**src/rtl/onc_16_boot_ctrl_if.sv**
```systemverilog
// Program-load stream between a host loader and the onc_16 boot controller.
// The host (master) presents words with valid/last; the controller (slave) returns ready.
interface onc_16_boot_ctrl_if #(
    parameter int WORD_W = 16
);
    logic              load_valid;
    logic [WORD_W-1:0] load_data;
    logic              load_last;
    logic              load_ready;

    modport master (
        output load_valid,
        output load_data,
        output load_last,
        input  load_ready
    );

    modport slave (
        input  load_valid,
        input  load_data,
        input  load_last,
        output load_ready
    );
endinterface

```
**src/rtl/onc_16_boot_ctrl.sv**
```systemverilog
// Boot sequencer for onc_16: holds the core in reset, streams words into imem, then releases it.
// Define BOOT_CKSUM_EN to require a trailing modular-sum checksum beat after the last word.
module onc_16_boot_ctrl #(
    parameter int ADDR_W        = 16,
    parameter int WORD_W        = 16,
    parameter int LOAD_BASE     = 0,
    parameter int RELEASE_DELAY = 2
) (
    input  logic              clock,
    input  logic              n_rst,
    input  logic              start,
    onc_16_boot_ctrl_if.slave load,
    output logic              imem_we,
    output logic [ADDR_W-1:0] imem_waddr,
    output logic [WORD_W-1:0] imem_wdata,
    output logic              cpu_n_rst,
    output logic              busy,
    output logic              done,
    output logic              err,
    output logic [ADDR_W-1:0] word_cnt
);
    localparam logic [ADDR_W-1:0] BASE    = ADDR_W'(LOAD_BASE);
    localparam logic [ADDR_W-1:0] PTR_MAX = '1;
    localparam int                CNT_W   = $clog2(RELEASE_DELAY + 1);
    localparam logic [CNT_W-1:0]  CNT_END = CNT_W'(RELEASE_DELAY);

    typedef enum logic [2:0] {
        ST_IDLE,
        ST_LOAD,
`ifdef BOOT_CKSUM_EN
        ST_CKSUM,
`endif
        ST_SETTLE,
        ST_RUN,
        ST_ERR
    } state_t;

    state_t             state_reg;
    logic [ADDR_W-1:0]  ptr_reg;
    logic [CNT_W-1:0]   settle_cnt_reg;
`ifdef BOOT_CKSUM_EN
    logic [WORD_W-1:0]  sum_reg;
`endif
    logic               accept;

    assign accept = load.load_valid & load.load_ready;

    always_ff @(posedge clock or negedge n_rst) begin
        if (!n_rst) begin
            state_reg       <= ST_IDLE;
            ptr_reg         <= BASE;
            settle_cnt_reg  <= '0;
            load.load_ready <= 1'b0;
            imem_we         <= 1'b0;
            imem_waddr      <= BASE;
            imem_wdata      <= '0;
            cpu_n_rst       <= 1'b0;
            busy            <= 1'b0;
            done            <= 1'b0;
            err             <= 1'b0;
            word_cnt        <= '0;
`ifdef BOOT_CKSUM_EN
            sum_reg         <= '0;
`endif
        end else begin
            imem_we <= 1'b0;
            case (state_reg)
                // IDLE, RUN and ERR all (re)start a load the same way.
                ST_IDLE, ST_RUN, ST_ERR: begin
                    if (start) begin
                        state_reg       <= ST_LOAD;
                        ptr_reg         <= BASE;
                        word_cnt        <= '0;
                        load.load_ready <= 1'b1;
                        busy            <= 1'b1;
                        cpu_n_rst       <= 1'b0;
                        done            <= 1'b0;
                        err             <= 1'b0;
`ifdef BOOT_CKSUM_EN
                        sum_reg         <= '0;
`endif
                    end
                end
                ST_LOAD: begin
                    if (accept) begin
                        imem_we    <= 1'b1;
                        imem_waddr <= ptr_reg;
                        imem_wdata <= load.load_data;
                        ptr_reg    <= ptr_reg + 1'b1;
                        word_cnt   <= word_cnt + 1'b1;
`ifdef BOOT_CKSUM_EN
                        sum_reg    <= sum_reg + load.load_data;
`endif
                        if (load.load_last) begin
`ifdef BOOT_CKSUM_EN
                            state_reg       <= ST_CKSUM;
`else
                            state_reg       <= ST_SETTLE;
                            settle_cnt_reg  <= '0;
                            load.load_ready <= 1'b0;
`endif
                        end else if (ptr_reg == PTR_MAX) begin
                            // The top address is still written; only the wrap itself is fatal.
                            state_reg       <= ST_ERR;
                            load.load_ready <= 1'b0;
                            busy            <= 1'b0;
                            err             <= 1'b1;
                        end
                    end
                end
`ifdef BOOT_CKSUM_EN
                ST_CKSUM: begin
                    if (accept) begin
                        load.load_ready <= 1'b0;
                        if (load.load_data == sum_reg) begin
                            state_reg      <= ST_SETTLE;
                            settle_cnt_reg <= '0;
                        end else begin
                            state_reg <= ST_ERR;
                            busy      <= 1'b0;
                            err       <= 1'b1;
                        end
                    end
                end
`endif
                ST_SETTLE: begin
                    if (settle_cnt_reg == CNT_END) begin
                        state_reg <= ST_RUN;
                        cpu_n_rst <= 1'b1;
                        done      <= 1'b1;
                        busy      <= 1'b0;
                    end else begin
                        settle_cnt_reg <= settle_cnt_reg + 1'b1;
                    end
                end
                default: state_reg <= ST_IDLE;
            endcase
        end
    end
endmodule

```
**src/flat_wrapper.sv**
```systemverilog
// flat-port wrapper written by rule: the top's interface ports become plain ports
module onc_16_boot_ctrl_flat 
#(
    parameter int ADDR_W        = 16,
    parameter int WORD_W        = 16,
    parameter int LOAD_BASE     = 0,
    parameter int RELEASE_DELAY = 2
)
  (clock, n_rst, start, imem_we, imem_waddr, imem_wdata, cpu_n_rst, busy, done, err, word_cnt, load_load_valid, load_load_data, load_load_last, load_load_ready);
  onc_16_boot_ctrl_if #(.WORD_W(WORD_W)) load_i ();
  input  logic clock;
  input  logic n_rst;
  input  logic start;
  output logic imem_we;
  output logic [ADDR_W-1:0] imem_waddr;
  output logic [WORD_W-1:0] imem_wdata;
  output logic cpu_n_rst;
  output logic busy;
  output logic done;
  output logic err;
  output logic [ADDR_W-1:0] word_cnt;
  input wire logic [$bits(load_i.load_valid)-1:0] load_load_valid;
  input wire logic [$bits(load_i.load_data)-1:0] load_load_data;
  input wire logic [$bits(load_i.load_last)-1:0] load_load_last;
  output wire logic [$bits(load_i.load_ready)-1:0] load_load_ready;
  assign load_i.load_valid = load_load_valid;
  assign load_i.load_data = load_load_data;
  assign load_i.load_last = load_load_last;
  assign load_load_ready = load_i.load_ready;
  onc_16_boot_ctrl #(.ADDR_W(ADDR_W), .WORD_W(WORD_W), .LOAD_BASE(LOAD_BASE), .RELEASE_DELAY(RELEASE_DELAY)) u_core (.clock(clock), .n_rst(n_rst), .start(start), .load(load_i), .imem_we(imem_we), .imem_waddr(imem_waddr), .imem_wdata(imem_wdata), .cpu_n_rst(cpu_n_rst), .busy(busy), .done(done), .err(err), .word_cnt(word_cnt));
endmodule
```
**config.mk**
```make
export PLATFORM = sky130hd
export DESIGN_NAME = onc_16_boot_ctrl_flat
export DESIGN_NICKNAME = d
export VERILOG_FILES = /design/src/rtl/onc_16_boot_ctrl_if.sv /design/src/rtl/onc_16_boot_ctrl.sv /design/src/flat_wrapper.sv
export SDC_FILE = /design/constraint.sdc
export NUM_CORES = 1
export LEC_CHECK = 0
export CAP_MARGIN = 10
export CORE_MARGIN = 4
export CORE_UTILIZATION = 47
export CTS_BUF_LIST = sky130_fd_sc_hd__clkbuf_2
export CTS_CLUSTER_SIZE = 24
export DETAILED_ROUTE_END_ITERATION = 12
export GPL_TIMING_DRIVEN = 1
export PLACE_DENSITY_LB_ADDON = 0.3
export SKIP_CTS_REPAIR_TIMING = 1
export SLEW_MARGIN = 40
export SYNTH_ARGS = -nofsm -noshare
export SYNTH_HDL_FRONTEND = slang
export SYNTH_SLANG_ARGS = --single-unit
```
**constraint.sdc**
```tcl
create_clock -name clock -period 1.9 [get_ports clock]
set_clock_uncertainty 0.2 [all_clocks]
set_input_delay 0.285 -clock clock [delete_from_list [all_inputs] [get_ports clock]]
set_output_delay 0.285 -clock clock [all_outputs]
set_load 0.005 [all_outputs]
```
==> metrics, run 1 <==
Final HPWL DP=5910 um; Arr. time, crit path=2.40 ns; fill count=400; clock tree buffer depth=2; Synth top area share=54.0%; Hold Vio Cnt, Final=0; critical setup path kind=flop to flop; status=finished with violations; port buffer count=74; H-Tree Depth=3; Mapped Nets=393; vias per std cell=5.37; drt pass-1 iters=5; Setup WS post-layout=-0.209 ns; Startpoint Class=flop; GPL Wtd Cong=0.829; Layout area overhead=61.0%; layout cells sized above 1=27.2%; Tot Pwr=6.55 mW; area leader, netlist=dfrtp_1; Post-Place Cells=574; Seq cells post-synth=74; Post-synth EDFFs=0; Cell Rows=30; Avg WL per Cell=16.9 um; first-iteration detailed-routing DRC count=149; Worst Hold Class=input pin to flop; Clk Tree Root Cell=clkbuf_2; largest net degree at the start of global routing=75; Post-layout nets=556; Max VDD drop=0.730 mV; Synth area leaders=dfrtp_1 (54%), nand2_1 (13%), nor2_1 (3.2%); I/O Pins=75; synthesized area=0.00343 mm^2; overall routed net length=10700 um; Die ar.=0.00873 mm^2; Final Critical Period=2.11 ns; Reg clk slew, reported paths=0.20 ns; Fmax achieved=474 MHz; Worst setup EP type=flop; Initial Util=49.4%; TritonCTS Buffers=9; fin crit share=111%; sequential area share after synthesis=54.0%; CP required=2.19 ns; global-route wire length before repair=14400 um; Leakage=3.37 nW; Final ANT Viol Nets=0; Post-Syn Instances=369; RSZ-0062 raised after global routing=true; die span in x=93.4 um; fin. max-slew vios=0; Primary FF master, synth=dfrtp_1; largest fanout on the critical path=5; CTS tree=built; Overall Global Routing Usage=20.7%; syn avg cell area=9.29 um^2; core area=0.00694 mm^2; worst-margin pin slew=0.390 ns; Final Setup Violations=19; pwr dens=1190 mW/mm^2; Finished Layout Cells=633; initial antenna violation count=0; relative slew slack=74.0%; via count=3399; # clock sinks=74; Die H=93.4 um; Ant. Diodes=0; clk_lat worst skew=0.54 ns; Yosys cell types=40; Ys Warns=0; Max-Cap Viols=0; failing checks=negative setup slack; GRT overflow=0; Remaining DRCs=0; vias in the first global route=3095; ys async rst share=100%
[synth_stat cells, types with 2 or more instances]
master and number:
o21ai_0 13, a22o_1 3, inv_1 7, a211o_1 2, nor2_1 29, o2111ai_1 4, nor3_1 6, and3_1 8
buf_4 2, nand3_1 18, a31oi_1 4, nor3b_4 2, or3_1 2, clkbuf_1 6, a2111oi_1 3, a2111oi_2 3
buf_2 7, xnor2_1 9, mux2i_1 7, buf_1 2, ha_1 3, dfrtp_1 74, a211oi_1 2, nand4_1 2
a21oi_1 7, nand2_1 123, xor2_1 8
[worst max-delay path: stages (launching register included)]
cell and delay [ns]:
dfrtp_2 0.48, nor3b_4 0.27, nand2_2 0.13, buf_12 0.16, a211o_1 0.33, or3_1 0.37, a21oi_2 0.13
[kinds of logic after synthesis]
| family | Yosys count | synth area share, % |
|---|---|---|
| compound gates | 48 | 10.6 |
| xor+xnor | 17 | 4.34 |
| fa+ha+maj | 3 | 1.09 |
| buf+inv | 26 | 3.54 |
| flops | 74 | 54.0 |
| mux | 7 | 2.04 |
| simple gates | 194 | 24.4 |
[final timing paths]
| kind | from | to | slack (ns) | cells after the start |
|---|---|---|---|---|
| worst max-delay path | u_core.state_reg[2] | u_core.word_cnt[14] | -0.21 | 6 |
| max in group asynchronous | n_rst | u_core.state_reg[2] | 1.09 | 3 |
| worst max register to register | u_core.state_reg[2] | u_core.word_cnt[14] | -0.21 | 6 |
| worst min-delay path | load_load_data[13] | u_core.imem_wdata[13] | 0.05 | 3 |
| worst min register to register | u_core.imem_waddr[7] | u_core.imem_waddr[7] | 0.30 | 2 |
| min in group asynchronous | n_rst | u_core.imem_waddr[12] | 0.09 | 3 |
[layer usage]
metal  vias to the layer above  wire, um  track usage, %
li1                       1565         -               -
met1                      1680      4160            26.8
met2                       124      5650            34.7
met3                        30       560            3.46
met4                         0       348            8.18
met5                         -         0               0
[per-stage QoR]
step / TNS [ns] / setup slack (ns) / area (um^2) / utilization (%) / hold WS [ns]
6_report: -1.35 / -0.209 / 5520 / 79.5 / 0.0493
5_1_grt: -2.95 / -0.232 / 5520 / 79.5 / 0.0189
4_1_cts: -4.16 / -0.218 / 4800 / 69.1 / -0.467
3_5_place_dp: -10.41 / -0.332 / 4650 / 66.9 / 0.148
3_3_place_gp: -9.37 / -0.331 / 4650 / 66.9 / 0.146
2_1_floorplan: 0 / 0.00155 / 3450 / - / -0.211
[cell type report]
class	count	area (um^2)	area share [%]
Clock inverter	7	108	1.95
Sequential cell	74	1860	33.7
Multi-Input combinational cell	269	1660	30.0
Inverter	8	33.8	0.612
Timing Repair Buffer	170	1700	30.8
Tap cell	96	120	2.18
Clock buffer	9	45.0	0.816
[cells in the final DEF, fill, tap and decap left out, types with 3 or more instances in the layout]
master / count
nand2_1: 122
buf_4: 78
dfrtp_1: 68
dlymetal6s2s_1: 54
nor2_1: 28
clkdlybuf4s50_1: 19
nand3_1: 15
o21ai_0: 13
buf_6: 11
xnor2_1: 9
clkbuf_2: 9
xor2_1: 8
inv_1: 7
mux2i_1: 7
and3_1: 6
a2111oi_4: 6
a21oi_1: 6
dfrtp_2: 6
o2111ai_2: 4
nor3_1: 4
a31oi_1: 4
buf_12: 4
a22o_1: 3
ha_1: 3
bufinv_16: 3
[report_power, final]
part	internal (mW)	switching, mW
Sequential	1.94	0.249
Combinational	1.66	1.57
Clock	0.554	0.576
Total	4.16	2.39
No activity file was read; power rests on OpenSTA's default activity.
==> inputs of run 2 (changes only) <==
GPL_TIMING_DRIVEN = default   (was 1)
==> results of run 2 <==
Final layout, timing and power as in run 1 (identical DEF).
==> inputs of run 3 (changes only) <==
clock period = 1.8 ns   (was 1.9 ns; I/O delays follow)
==> run 3 against run 2 <==
Against the previous run: the run still ends with negative setup slack left; core utilization grew 1.0 points; setup slack better by 0.012 ns; die area stayed put; first-iteration DRC count up 34%; design area increased by 1.3%; register-to-register slack about the same; clock power is 27% lower; routed wire length is 0.61% lower.
==> metrics, run 3 (synthesized netlist as in run 1, its figures left out) <==
core area=0.00694 mm^2 (unchanged); WHS Path Cells=3 (unchanged); clock tree buffer depth=2 (unchanged); Buf/Inv on CP=0 (-1); Gate power share=51.4% (+2.2 points); Cell Rows=30 (unchanged); Post-Place Cells=577 (+0.52%); status=finished with violations; CP required=2.06 ns (-0.13 ns); CTS tree=built; DP Area=0.00469 mm^2 (+1.0%); hold path start=load_load_data[3]; met2 wire len=5670 um (+0.28%); H-Tree Depth=3 (unchanged); largest fanout on the critical path=4 (-1); Fmax achieved=501 MHz (+5.6%); # clock sinks=74 (unchanged); overall routed net length=10700 um (-0.61%); Worst Hold End=u_core.imem_wdata[3]; worst-margin pin slew=0.364 ns (-0.0260 ns); Clk Tree Root Cell=clkbuf_2; Final HPWL DP=6350 um (+7.5%); Worst Hold Class=input pin to flop; Finished Layout Cells=638 (+0.79%); Max VDD drop=0.666 mV (-8.8%); global-route wire length before repair=14600 um (+1.3%); failing checks=negative setup slack; GPL Wtd Cong=0.813 (-1.9%); Arr. time, crit path=2.26 ns (-0.14 ns); Layout area overhead=63.1%; Leakage=3.34 nW (-0.73%); fin crit share=111% (about the same); CP peak stage delay=0.48 ns (about the same); Worst setup EP type=flop; hold slack=0.0562 ns (+0.00681 ns); TritonCTS Buffers=9 (unchanged); critical path's slowest cell=dfrtp_1; Sw Pwr=2.55 mW (+6.4%); R2R Path Start=u_core.word_cnt[0]; Post-layout nets=561 (+0.90%); Max Used Layer=met4; FF/Latch Area=0.00186 mm^2 (+0.13%); Worst R2R Setup Slack=-0.20 ns (about the same); Overall Global Routing Usage=20.8% (+0.089 points); Remaining DRCs=0 (unchanged); pwr dens=1160 mW/mm^2 (-1.9%); CP startpoint=u_core.word_cnt[0]; WL met3=410 um (-27%); Max-Cap Viols=0 (unchanged); Clk pwr share=12.7% (-4.6 points); Final Util=80.6% (+1.0 points); RSZ-0062 raised after global routing=true; cells along the critical path=ha_2, and3_4, nand3_4, a211o_1, or3_4, a21oi_2; Multi-input gate area=0.00173 mm^2 (+4.7%); critical setup path kind=flop to flop; I/O Pins=75 (unchanged); initial antenna violation count=0 (unchanged); sequential power share=35.9% (+2.4 points); final setup TNS=-1.29 ns (+0.0596 ns); Initial Util=49.4% (unchanged); Die ar.=0.00873 mm^2 (unchanged); drt pass-1 iters=4 (-1); Sw Ratio=39.1% (+2.6 points); largest net degree at the start of global routing=35 (-53%); Die H=93.4 um (unchanged); met1 wire length=4390 um (+5.4%); commonest cells after routing, fill and taps aside=nand2_1 (122), buf_4 (74), dfrtp_1 (66), dlymetal6s2s_1 (53), nor2_1 (27); relative slew slack=75.6% (+1.7 points); via count=3382 (-0.50%); die span in x=93.4 um (unchanged); vias per std cell=5.30 (-1.3%); Final ANT Viol Nets=0 (unchanged); Ant. Diodes=0 (unchanged); Final Critical Period=2.00 ns (-0.112 ns); first-iteration detailed-routing DRC count=199 (+34%); commonest non-fill, non-tap cell in the layout=nand2_1; Internal Power=3.96 mW (-4.7%); Final Setup Violations=15 (-4); reg2reg end=u_core.word_cnt[14]; R2R cell count=6 (unchanged); final instance area=0.00559 mm^2 (+1.3%); Setup WS post-layout=-0.198 ns (+0.0117 ns); GRT overflow=0 (unchanged); Startpoint Class=flop; vias in the first global route=3172 (+2.5%); clk_lat worst skew=0.52 ns (-0.02 ns); layout cells sized above 1=28.6% (+1.4 points); fill count=412 (+3.0%); Avg WL per Cell=16.7 um (-1.4%); Top Family by Delay on Critical Path=simple AND/OR/NAND/NOR gates; Hold Vio Cnt, Final=0 (unchanged); fin. max-slew vios=0 (unchanged); Reg clk slew, reported paths=0.23 ns (+0.03 ns); port buffer count=74 (unchanged)
## run 3: how the worst max path moves through the flow
stage	slack [ns]	depth (start not counted)	endpoint
floorplan	-0.06	5	u_core.word_cnt[14]
global route	-0.23	6	u_core.word_cnt[11]
CTS	-0.33	2	word_cnt[4]
global placement	-0.36	7	u_core.word_cnt[10]
finish	-0.20	6	u_core.word_cnt[14]
detailed placement	-0.42	7	u_core.word_cnt[11]
## run 3: final cells by class
cell class | count | share of cell area, %
sequential | 74 | 33.3
timing repair buffer | 173 | 31.0
multi-input combinational | 270 | 31.0
tap | 96 | 2.15
clock buffer | 10 | 0.895
clock inverter | 6 | 0.760
inverter | 8 | 0.760
timing repair inverter | 1 | 0.157
## run 3: power by group through the flow
stage	clock network (mW)	logic (mW)	registers, mW
after floorplan	0	1.22	2.41
after global placement	0	2.63	2.35
after detailed placement	0	2.70	2.37
after CTS	0.839	2.71	2.34
after global routing	0.915	3.61	2.38
final	0.827	3.35	2.33
## run 3: worst register-to-register path, delay by kind of cell (launching register included)
family          cells  cell delay [ns]
simple gates        3             0.61
flops               1             0.48
compound gates      2             0.44
fa+ha+maj           1             0.21
## run 3: layer usage
| metal | up-vias | GRT usage, % |
|---|---|---|
| met5 | - | 0 |
| met4 | 0 | 5.49 |
| met3 | 23 | 4.51 |
| met2 | 94 | 36.7 |
| met1 | 1676 | 25.8 |
| li1 | 1589 | - |
## run 3: per-stage QoR
stage | total power [mW] | setup WS, ns
floorplan | 3.62 | -0.0637
global route | 6.91 | -0.233
detailed placement | 5.07 | -0.420
global placement | 4.97 | -0.363
CTS | 5.88 | -0.333
finish | 6.51 | -0.198
